$ cat config.mk
export PLATFORM = sky130hd
export DESIGN_NAME = chip8_core
export DESIGN_NICKNAME = d
export VERILOG_FILES = /design/src/rtl/chip8_pkg.sv /design/src/rtl/chip8_alu.sv /design/src/rtl/chip8_core.sv
export SDC_FILE = /design/constraint.sdc
export NUM_CORES = 1
export LEC_CHECK = 0
export ABC_AREA = 1
export CAP_MARGIN = 10
export CORE_MARGIN = 4
export CORE_UTILIZATION = 43
export CTS_CLUSTER_DIAMETER = 30
export DETAILED_ROUTE_END_ITERATION = 6
export DONT_BUFFER_PORTS = 1
export PLACE_DENSITY = 0.7
export SYNTH_ARGS = -nofsm -noshare
export SYNTH_HDL_FRONTEND = slang
export SYNTH_HIERARCHICAL = 1
export SYNTH_SLANG_ARGS = --single-unit
$ cat constraint.sdc
create_clock -name clk -period 3.3 [get_ports clk]
set_input_delay 0.33 -clock clk [delete_from_list [all_inputs] [get_ports clk]]
set_output_delay 0.33 -clock clk [all_outputs]
set_load 0.01 [all_outputs]
$ cat src/rtl/chip8_pkg.sv
// Shared definitions for the CHIP-8 core: opcode nibbles, ALU sub-ops, FSM states, LFSR constants.
package chip8_pkg;

    typedef enum logic [1:0] {
        ST_FETCH,
        ST_DECODE,
        ST_EXEC,
        ST_FAULT
    } state_t;

    localparam logic [3:0] OP_SYS     = 4'h0;
    localparam logic [3:0] OP_JP      = 4'h1;
    localparam logic [3:0] OP_CALL    = 4'h2;
    localparam logic [3:0] OP_SE_IMM  = 4'h3;
    localparam logic [3:0] OP_SNE_IMM = 4'h4;
    localparam logic [3:0] OP_SE_REG  = 4'h5;
    localparam logic [3:0] OP_LD_IMM  = 4'h6;
    localparam logic [3:0] OP_ADD_IMM = 4'h7;
    localparam logic [3:0] OP_ALU     = 4'h8;
    localparam logic [3:0] OP_SNE_REG = 4'h9;
    localparam logic [3:0] OP_LD_I    = 4'hA;
    localparam logic [3:0] OP_JP_V0   = 4'hB;
    localparam logic [3:0] OP_RND     = 4'hC;

    localparam logic [3:0] ALU_MOV  = 4'h0;
    localparam logic [3:0] ALU_OR   = 4'h1;
    localparam logic [3:0] ALU_AND  = 4'h2;
    localparam logic [3:0] ALU_XOR  = 4'h3;
    localparam logic [3:0] ALU_ADD  = 4'h4;
    localparam logic [3:0] ALU_SUB  = 4'h5;
    localparam logic [3:0] ALU_SHR  = 4'h6;
    localparam logic [3:0] ALU_SUBN = 4'h7;
    localparam logic [3:0] ALU_SHL  = 4'hE;

    localparam logic [7:0] LFSR_SEED = 8'hA5;
    // Right-shift Galois mask for x^8+x^6+x^5+x^4+1
    localparam logic [7:0] LFSR_TAPS = 8'hB8;
    localparam logic [7:0] RND_CONST = 8'h09;

    function automatic logic alu_op_valid(input logic [3:0] op);
        return (op <= ALU_SUBN) || (op == ALU_SHL);
    endfunction

    function automatic logic alu_writes_flag(input logic [3:0] op);
        return (op == ALU_ADD) || (op == ALU_SUB) || (op == ALU_SHR) ||
               (op == ALU_SUBN) || (op == ALU_SHL);
    endfunction

endpackage

$ cat src/rtl/chip8_alu.sv
// Combinational 8xyN ALU: produces the Vx result and the VF flag candidate.
module chip8_alu
    import chip8_pkg::*;
(
    input  logic [7:0] vx,
    input  logic [7:0] vy,
    input  logic [3:0] op,
    output logic [7:0] result,
    output logic       flag
);

    always_comb begin
        result = vx;
        flag   = 1'b0;
        case (op)
            ALU_MOV:  result = vy;
            ALU_OR:   result = vx | vy;
            ALU_AND:  result = vx & vy;
            ALU_XOR:  result = vx ^ vy;
            ALU_ADD:  {flag, result} = {1'b0, vx} + {1'b0, vy};
            ALU_SUB: begin
                result = vx - vy;
                flag   = (vx >= vy);
            end
            ALU_SHR: begin
                result = {1'b0, vx[7:1]};
                flag   = vx[0];
            end
            ALU_SUBN: begin
                result = vy - vx;
                flag   = (vy >= vx);
            end
            ALU_SHL: begin
                result = {vx[6:0], 1'b0};
                flag   = vx[7];
            end
            default: ;
        endcase
    end

endmodule

$ cat src/rtl/chip8_core.sv
// Three-cycle CHIP-8 subset core with call stack and sticky fault state.
// Define CHIP8_LFSR_RAND_EN to source Cxkk from an 8-bit LFSR instead of a constant.
module chip8_core
    import chip8_pkg::*;
#(
    parameter int PC_W        = 12,
    parameter int STACK_DEPTH = 16,
    parameter int OUT_REG     = 1
)(
    input  logic            clk,
    input  logic            rst,
    output logic [PC_W-1:0] imem_addr,
    input  logic [15:0]     imem_rdata,
    output logic [7:0]      salida,
    output logic [PC_W-1:0] pc_out,
    output logic [11:0]     i_out,
    output logic            fault
);

    localparam int IDX_W = $clog2(STACK_DEPTH);
    localparam int SP_W  = IDX_W + 1;
    localparam logic [SP_W-1:0] SP_FULL = SP_W'(STACK_DEPTH);

    state_t            state, state_nxt;
    logic [PC_W-1:0]   pc;
    logic [15:0]       ir;
    logic [11:0]       i_reg;
    logic [7:0]        v [16];
    logic [SP_W-1:0]   sp;
    logic [PC_W-1:0]   stack [STACK_DEPTH];
    logic [7:0]        rnd;

    logic              ir_load, exec_en, in_fault;
    logic [3:0]        op, x, y, n;
    logic [7:0]        kk, vx, vy, alu_res;
    logic [11:0]       nnn;
    logic              alu_flag;
    logic [IDX_W-1:0]  push_idx, top_idx;
    logic [PC_W-1:0]   pc_inc, pc_skip, pc_nxt;
    logic [7:0]        vx_val;
    logic              vx_we, vf_we, i_we, push, pop, bad, commit;

    assign op  = ir[15:12];
    assign x   = ir[11:8];
    assign y   = ir[7:4];
    assign n   = ir[3:0];
    assign kk  = ir[7:0];
    assign nnn = ir[11:0];
    assign vx  = v[x];
    assign vy  = v[y];

    assign pc_inc   = pc + PC_W'(2);
    assign pc_skip  = pc + PC_W'(4);
    assign push_idx = IDX_W'(sp);
    assign top_idx  = IDX_W'(sp - 1'b1);

    chip8_alu u_alu (
        .vx     (vx),
        .vy     (vy),
        .op     (n),
        .result (alu_res),
        .flag   (alu_flag)
    );

`ifdef CHIP8_LFSR_RAND_EN
    logic [7:0] lfsr;
    always_ff @(posedge clk) begin
        if (rst) lfsr <= LFSR_SEED;
        else     lfsr <= {1'b0, lfsr[7:1]} ^ (lfsr[0] ? LFSR_TAPS : '0);
    end
    assign rnd = lfsr;
`else
    assign rnd = RND_CONST;
`endif

    always_ff @(posedge clk) begin
        if (rst) state <= ST_FETCH;
        else     state <= state_nxt;
    end

    always_comb begin
        state_nxt = state;
        case (state)
            ST_FETCH:  state_nxt = ST_DECODE;
            ST_DECODE: state_nxt = ST_EXEC;
            ST_EXEC:   state_nxt = bad ? ST_FAULT : ST_FETCH;
            ST_FAULT:  state_nxt = ST_FAULT;
            default:   state_nxt = ST_FETCH;
        endcase
    end

    always_comb begin
        ir_load  = (state == ST_DECODE);
        exec_en  = (state == ST_EXEC);
        in_fault = (state == ST_FAULT);
    end

    always_comb begin
        pc_nxt = pc_inc;
        vx_we  = 1'b0;
        vx_val = alu_res;
        vf_we  = 1'b0;
        i_we   = 1'b0;
        push   = 1'b0;
        pop    = 1'b0;
        bad    = 1'b0;
        case (op)
            OP_SYS: begin
                if (ir == 16'h00EE) begin
                    if (sp == '0) bad = 1'b1;
                    else begin
                        pop    = 1'b1;
                        pc_nxt = stack[top_idx];
                    end
                end else if (ir != 16'h00E0) begin
                    bad = 1'b1;
                end
            end
            OP_JP: pc_nxt = PC_W'(nnn);
            OP_CALL: begin
                if (sp == SP_FULL) bad = 1'b1;
                else begin
                    push   = 1'b1;
                    pc_nxt = PC_W'(nnn);
                end
            end
            OP_SE_IMM:  if (vx == kk) pc_nxt = pc_skip;
            OP_SNE_IMM: if (vx != kk) pc_nxt = pc_skip;
            OP_SE_REG: begin
                if (n != 4'h0)     bad    = 1'b1;
                else if (vx == vy) pc_nxt = pc_skip;
            end
            OP_SNE_REG: begin
                if (n != 4'h0)     bad    = 1'b1;
                else if (vx != vy) pc_nxt = pc_skip;
            end
            OP_LD_IMM: begin
                vx_we  = 1'b1;
                vx_val = kk;
            end
            OP_ADD_IMM: begin
                vx_we  = 1'b1;
                vx_val = vx + kk;
            end
            OP_ALU: begin
                if (!alu_op_valid(n)) bad = 1'b1;
                else begin
                    vx_we = 1'b1;
                    vf_we = alu_writes_flag(n);
                end
            end
            OP_LD_I:  i_we = 1'b1;
            OP_JP_V0: pc_nxt = PC_W'({1'b0, nnn} + {5'b0, v[0]});
            OP_RND: begin
                vx_we  = 1'b1;
                vx_val = rnd & kk;
            end
            default: bad = 1'b1;
        endcase
    end

    assign commit = exec_en && !bad;

    // VF is written after Vx so the flag wins when x == F
    always_ff @(posedge clk) begin
        if (rst) begin
            pc    <= '0;
            ir    <= '0;
            i_reg <= '0;
            sp    <= '0;
            for (int unsigned k = 0; k < 16; k++) v[k] <= '0;
        end else begin
            if (ir_load) ir <= imem_rdata;
            if (commit) begin
                pc <= pc_nxt;
                if (i_we)  i_reg <= nnn;
                if (push)  sp    <= sp + 1'b1;
                if (pop)   sp    <= sp - 1'b1;
                if (vx_we) v[x]  <= vx_val;
                if (vf_we) v[15] <= alu_flag;
            end
        end
    end

    always_ff @(posedge clk) begin
        if (commit && push) stack[push_idx] <= pc_inc;
    end

    // Outputs are forced low while rst is high so they read zero before the first reset edge
    assign imem_addr = rst ? '0 : pc;
    assign pc_out    = rst ? '0 : pc;
    assign i_out     = rst ? '0 : i_reg;
    assign salida    = rst ? '0 : v[4'(OUT_REG)];
    assign fault     = rst ? 1'b0 : in_fault;

endmodule

==> results of run 1 <==
## cell type report
cell class | count | area [sq um]
well taps | 664 | 831
clock inverters | 53 | 738
fillers | 4288 | 20900
flip-flops and latches | 375 | 10600
clock buffers | 94 | 2090
multi-input cells | 1818 | 9950
repair buffers | 288 | 2960
diodes | 1 | 2.50
inverters | 306 | 1170
## cells in the mapped netlist, types with 5 or more instances
| library cell | number |
|---|---|
| nand4_1 | 11 |
| a21oi_1 | 136 |
| nor3_1 | 16 |
| nand3b_1 | 7 |
| buf_6 | 8 |
| dfxtp_1 | 63 |
| inv_1 | 290 |
| nor2_2 | 9 |
| o21ai_0 | 94 |
| inv_2 | 11 |
| a22oi_1 | 12 |
| buf_1 | 11 |
| o21a_1 | 5 |
| fa_1 | 5 |
| nand3_1 | 299 |
| clkinv_1 | 5 |
| edfxtp_1 | 312 |
| nand2_1 | 664 |
| nor2_1 | 328 |
| o21ai_2 | 6 |
| clkbuf_1 | 55 |
| a32o_1 | 17 |
| o221ai_1 | 12 |
| o22ai_1 | 7 |
| ha_1 | 57 |
| nand2_2 | 15 |
| buf_4 | 21 |
| xor2_1 | 19 |
| buf_2 | 38 |
| o211ai_1 | 41 |
| a221oi_1 | 5 |
## power breakdown
group          switching [mW]  total, mW  leakage (nW)  internal (mW)
clock network            2.74       8.19          1.34           5.45
registers               0.116       5.42          3.48           5.30
logic                    4.16       6.97          7.12           2.82
total                    7.02       20.6          11.9           13.6
## routing by layer
layer	wire length, um	GRT usage [%]	vias up
li1	-	-	9279
met1	30400	35.1	9528
met2	35800	45.5	1012
met3	6300	5.40	246
met4	3830	11.4	0
met5	0	0	-
## cells by family after synthesis
| family | Yosys count | synth area share (%) |
|---|---|---|
| AND/OR/NAND/NOR | 1370 | 27.0 |
| flip-flops | 375 | 49.3 |
| AO/OA/AOI/OAI | 362 | 10.4 |
| XOR/XNOR | 24 | 1.01 |
| adder cells (fa/ha/maj) | 62 | 3.77 |
| buffers and inverters | 439 | 8.51 |
## how the worst max path moves through the flow
stage / end / depth (start not counted) / slack [ps]
floorplan: v[10][6] / 21 / 6
global placement: v[7][7] / 24 / -330
detailed placement: v[2][7] / 24 / -330
CTS: v[12][1] / 18 / -100
global route: v[4][6] / 22 / -270
finish: v[15][1] / 19 / -160
## stage by stage
stage,hold slack (ps),power (mW),std cells
2_1_floorplan,430,8.48,2632
3_3_place_gp,431,11.0,3393
3_5_place_dp,441,11.0,3393
6_report,8.95,20.6,3599
4_1_cts,1.33,19.9,3575
5_1_grt,5.75,21.4,3598
## tightest hold or removal path, cell delays in order
cell and delay, ps:
nor2_1 70, nand2_1 90, o21ai_2 50
## what timing repair did
action	CTS	global route
hold endpoints to repair	26	1
gates resized for setup	116	158
cloned	6	9
pin swaps	8	73
setup buffers	14	15
hold buffers	15	1
endpoints found under the setup margin	124	124
==> flow_summary.yaml, run 1 <==
worst_setup_path:
  worstPathMaxFanout: 8
  rr_endpoint: "v[15][1]"
  r2r_slack_ps: -160
  crit_top_cell: "nand3_2"
  crit_family: "buffers and inverters"
  cp_cell_sequence: "buf_12, clkbuf_16, nand2_1, nand3_2, nand3_2, nand3_2, nand2_4, buf_4, ha_1, inv_1, fa_2, nand2_1, o21ai_0, nor2_1, o2111ai_2, a221oi_4, buf_4, clkbuf_16, nor2_1"
  crit_path_start_kind: "register"
  path_buf_inv: 6
  cp.required_ps: 3650
  crit_path_end_kind: "register"
  critPathSlowestCell: "dfxtp_4"
  critPathMaxStageDelay_ps: 440
  worstRegToRegCells: 19
  crit_type: "register to register"
  crit_arrival_ps: 3800
worst_hold_path:
  min_path_cells: 3
  hold_start: "rst"
  hold_end: "v[1][2]"
  min-delay-path-class: "input port to register"
clock_tree:
  path_clk_slew_ps: 50
  clk_latency_ps: 630
  clockBufferDepth: 3
  clk_root_buffer_cell: "clkbuf_16"
  cts.sinks: 375
  htree_num_levels: 3
  numCtsBuffers: 79
  cts_tree: "done"
grt:
  grt_pass1_wl_um: 114000
  grt_usage_pct: 27.4
  grt_remaining_overflow: 0
  antenna_found_initial: 0
  grt_pass1_vias: 19452
  grt_max_degree: 71
yosys:
  synth_edf_count: 312
  mappedNetlistArea_sq_mm: 0.0215
  ys_types: 57
  yosysTopAreaCell: "edfxtp_1"
  syn_nets: 2712
  synth_top_cell_area_share_pct: 43.5
  ys.flop_type: "edfxtp_1"
  syn-instance-count: 2632
  synthArstFlopShare_pct: 0
  seq_area_frac_synth_pct: 49.3
  syn_area_per_cell_sq_um: 8.19
  synth-seq-cells: 375
  ys_top_cells_by_area: "edfxtp_1 43%, nand2_1 12%, nand3_1 6.9%"
  ys_warn_count: 6
placement:
  gp_congestion: 0.986
  io_buffer_count: 0
  pre_cts_ws_ps: -331
  dp_hpwl_um: 52400
  dpl_cell_area_sq_mm: 0.0238
layout:
  fin_area_sq_mm: 0.0284
  fin_util_pct: 57.6
  largestRegisters: "stack x192, v x128, ir x16"
  final_common_cell: "nand2_1"
  nNetsFinal: 2948
  area_growth_pct: 31.7
  drive_gt1_share_pct: 22.8
  largest_reg_flops: 192
  layout_common_cells: "622 x nand2_1, 312 x edfxtp_1, 309 x nor2_1"
  regMostFlops: "stack"
pwr:
  pwr_density_cell_mw_per_mm2: 725
  irDropWorstVdd_mv: 0.545
  p_leak_nw: 11.9
route:
  wl_per_cell_um: 21.2
  ant_nets: 0
  drc: 0
  first_pass_iters: 6
  vias: 20065
  viasPerCell: 5.58
  finalWirelength_um: 76300
  drtIter0Drc: 2063
sta:
  slew_viol_final: 0
  rsz0062_at_grt: "true"
  max_slew.worst_pin.slew_ps: 1270
  setup_violations: 85
  clock.fmax_ghz: 0.289
  final_hold_viol_count: 0
  fin_ws_ps: -158
  tns_ps: -5280
  period_share_pct: 105
  slew_headroom_pct: 15.3
  fin_skew_ps: 38.7
  fin_crit_ps: 3460
die:
  core-area_sq_mm: 0.0493
  rows: 81
  die-area_sq_mm: 0.0538
  die_w_um: 232
  die_h_um: 232
  start_util_pct: 43.7
  io_pins: 63
flow_run:
  drv_cap: 0
status:
  violations: "setup timing"
  outcome: "finished with violations"
Power figures use the tool's default switching activity.
==> run 2, diff against run 1 <==
--- a/config.mk
+++ b/config.mk
@@ -12,7 +12,7 @@
 export CTS_CLUSTER_DIAMETER = 30
 export DETAILED_ROUTE_END_ITERATION = 6
 export DONT_BUFFER_PORTS = 1
-export PLACE_DENSITY = 0.7
+export PLACE_DENSITY = 0.69
 export SYNTH_ARGS = -nofsm -noshare
 export SYNTH_HDL_FRONTEND = slang
 export SYNTH_HIERARCHICAL = 1
==> run 2 against run 1 <==
  * Largest cell class unchanged
  * Worst hold slack better by 6.5 ps
  * Global-route usage rose by 0.47 points
  * Utilization is essentially flat
  * Register-to-register slack about the same
  * Combinational power hardly changed
  * Critical endpoint is now v[14][6]
  * First-iteration DRC count is 1.4% higher
  * Via count is 0.27% lower
  * The run still ends with setup timing left
  * Largest power group unchanged
==> flow_summary.yaml, run 2 (same netlist as run 1, synthesis figures left out) <==
layout:
  drive_gt1_share_pct: 23.2
  layout_common_cells: "623 x nand2_1, 312 x edfxtp_1, 296 x nor2_1"
  final_common_cell: "nand2_1"
  regMostFlops: "stack"
  area_growth_pct: 31.7
  fin_area_sq_mm: 0.0284
  largestRegisters: "stack x192, v x128, ir x16"
  fin_util_pct: 57.6
  largest_reg_flops: 192
  nNetsFinal: 2941
route:
  ant_nets: 0
  vias: 20010
  drc: 0
  first_pass_iters: 6
  wl_per_cell_um: 21.6
  finalWirelength_um: 77600
  viasPerCell: 5.58
  drtIter0Drc: 2092
placement:
  dpl_cell_area_sq_mm: 0.0238
  io_buffer_count: 0
  gp_congestion: 0.970
  dp_hpwl_um: 53100
  pre_cts_ws_ps: -472
sta:
  slew_headroom_pct: 28.0
  clock.fmax_ghz: 0.288
  fin_ws_ps: -173
  setup_violations: 66
  fin_crit_ps: 3470
  slew_viol_final: 0
  max_slew.worst_pin.slew_ps: 1080
  fin_skew_ps: 32.3
  rsz0062_at_grt: "true"
  final_hold_viol_count: 0
  holdWs_ps: 15.4
  period_share_pct: 105
clock_tree:
  clk_root_buffer_cell: "clkbuf_16"
  clockBufferDepth: 3
  htree_num_levels: 3
  numCtsBuffers: 78
  cts_tree: "done"
  cts.sinks: 375
  path_clk_slew_ps: 40
  clk_latency_ps: 610
status:
  outcome: "finished with violations"
  violations: "setup timing"
grt:
  grt_max_degree: 98
  grt_pass1_vias: 19144
  use_met2_pct: 47.4
  grt_usage_pct: 27.9
  grt_pass1_wl_um: 115000
  grtUsageMet3_pct: 4.85
  antenna_found_initial: 2
  met1_usage_pct: 36.1
  grt.busiest_layer: "met2"
  grt_remaining_overflow: 0
pwr:
  irDropWorstVdd_mv: 0.733
  p_leak_nw: 11.9
  pwr_density_cell_mw_per_mm2: 713
die:
  start_util_pct: 43.7
  core-area_sq_mm: 0.0493
  die_h_um: 232
  die_w_um: 232
  io_pins: 63
  rows: 81
  die-area_sq_mm: 0.0538
worst_hold_path:
  min_path_cells: 3
  hold_start: "rst"
  min-delay-path-class: "input port to register"
flow_run:
  drv_cap: 0
worst_setup_path:
  rr_endpoint: "v[14][6]"
  crit_type: "register to register"
  crit_path_end_kind: "register"
  crit_path_start_kind: "register"
  worstPathMaxFanout: 8
  worstRegToRegCells: 21
  crit_arrival_ps: 3810
  r2r_slack_ps: -170
  cp.required_ps: 3640
  endpoint: "v[14][6]"
==> run 2: timing repair <==
item,4_1_cts,5_1_grt
cloned,9,6
setup endpoints to repair,124,124
hold endpoints to repair,23,0
hold buffers,14,0
pin swaps,60,84
gates resized for setup,172,142
setup buffers,20,15
==> run 2: layout make-up <==
cell class | instances | area [sq um]
Inverter | 306 | 1170
Fill cell | 4318 | 20900
Antenna cell | 1 | 2.50
Clock buffer | 85 | 2070
Tap cell | 664 | 831
Sequential cell | 375 | 10600
Multi-Input combinational cell | 1818 | 10100
Clock inverter | 55 | 589
Timing Repair Buffer | 282 | 2940
==> run 2: power by group <==
part           switching (mW)  leakage (nW)  total (mW)  internal [mW]
combinational            4.22          7.12        6.98           2.75
clock                    2.59          1.29        7.83           5.24
sequential              0.118          3.48        5.42           5.30
total                    6.93          11.9        20.2           13.3
==> run 2: metrics by stage <==
stage	instances	total power [mW]	setup TNS [ps]
6_report	3586	20.2	-6000
5_1_grt	3585	21.0	-18210
4_1_cts	3568	19.8	-2820
3_5_place_dp	3386	10.9	-26530
3_3_place_gp	3386	10.9	-29360
2_1_floorplan	2632	8.48	0
==> run 2: per-layer routing <==
metal | up-vias | wire (um)
li1 | 9271 | -
met1 | 9627 | 30800
met2 | 926 | 37800
met3 | 184 | 6220
met4 | 2 | 2750
met5 | - | 10
==> run 2: worst min path at each step <==
stage | slack, ps | endpoint
floorplan | 430 | i_reg[10]
global placement | 440 | state[1]
detailed placement | 440 | state[1]
CTS | 4 | v[1][0]
global route | 20 | v[1][3]
finish | 20 | v[1][0]
==> run 2: critical path: stages (launching register included) <==
cell and delay (ps):
dfxtp_4 430, buf_6 160, buf_12 120, nand2_1 70, nand3_2 90, nand3_2 80, nand3_2 110, nand2_4 110
ha_4 180, fa_2 360, nand2_2 80, inv_2 30, o21a_1 190, nor2_1 100, nor2_1 60, o21ai_1 140
nand2_1 80, o21ai_1 150, o21ai_1 130, a21oi_4 250, clkbuf_16 250, nor2_1 50
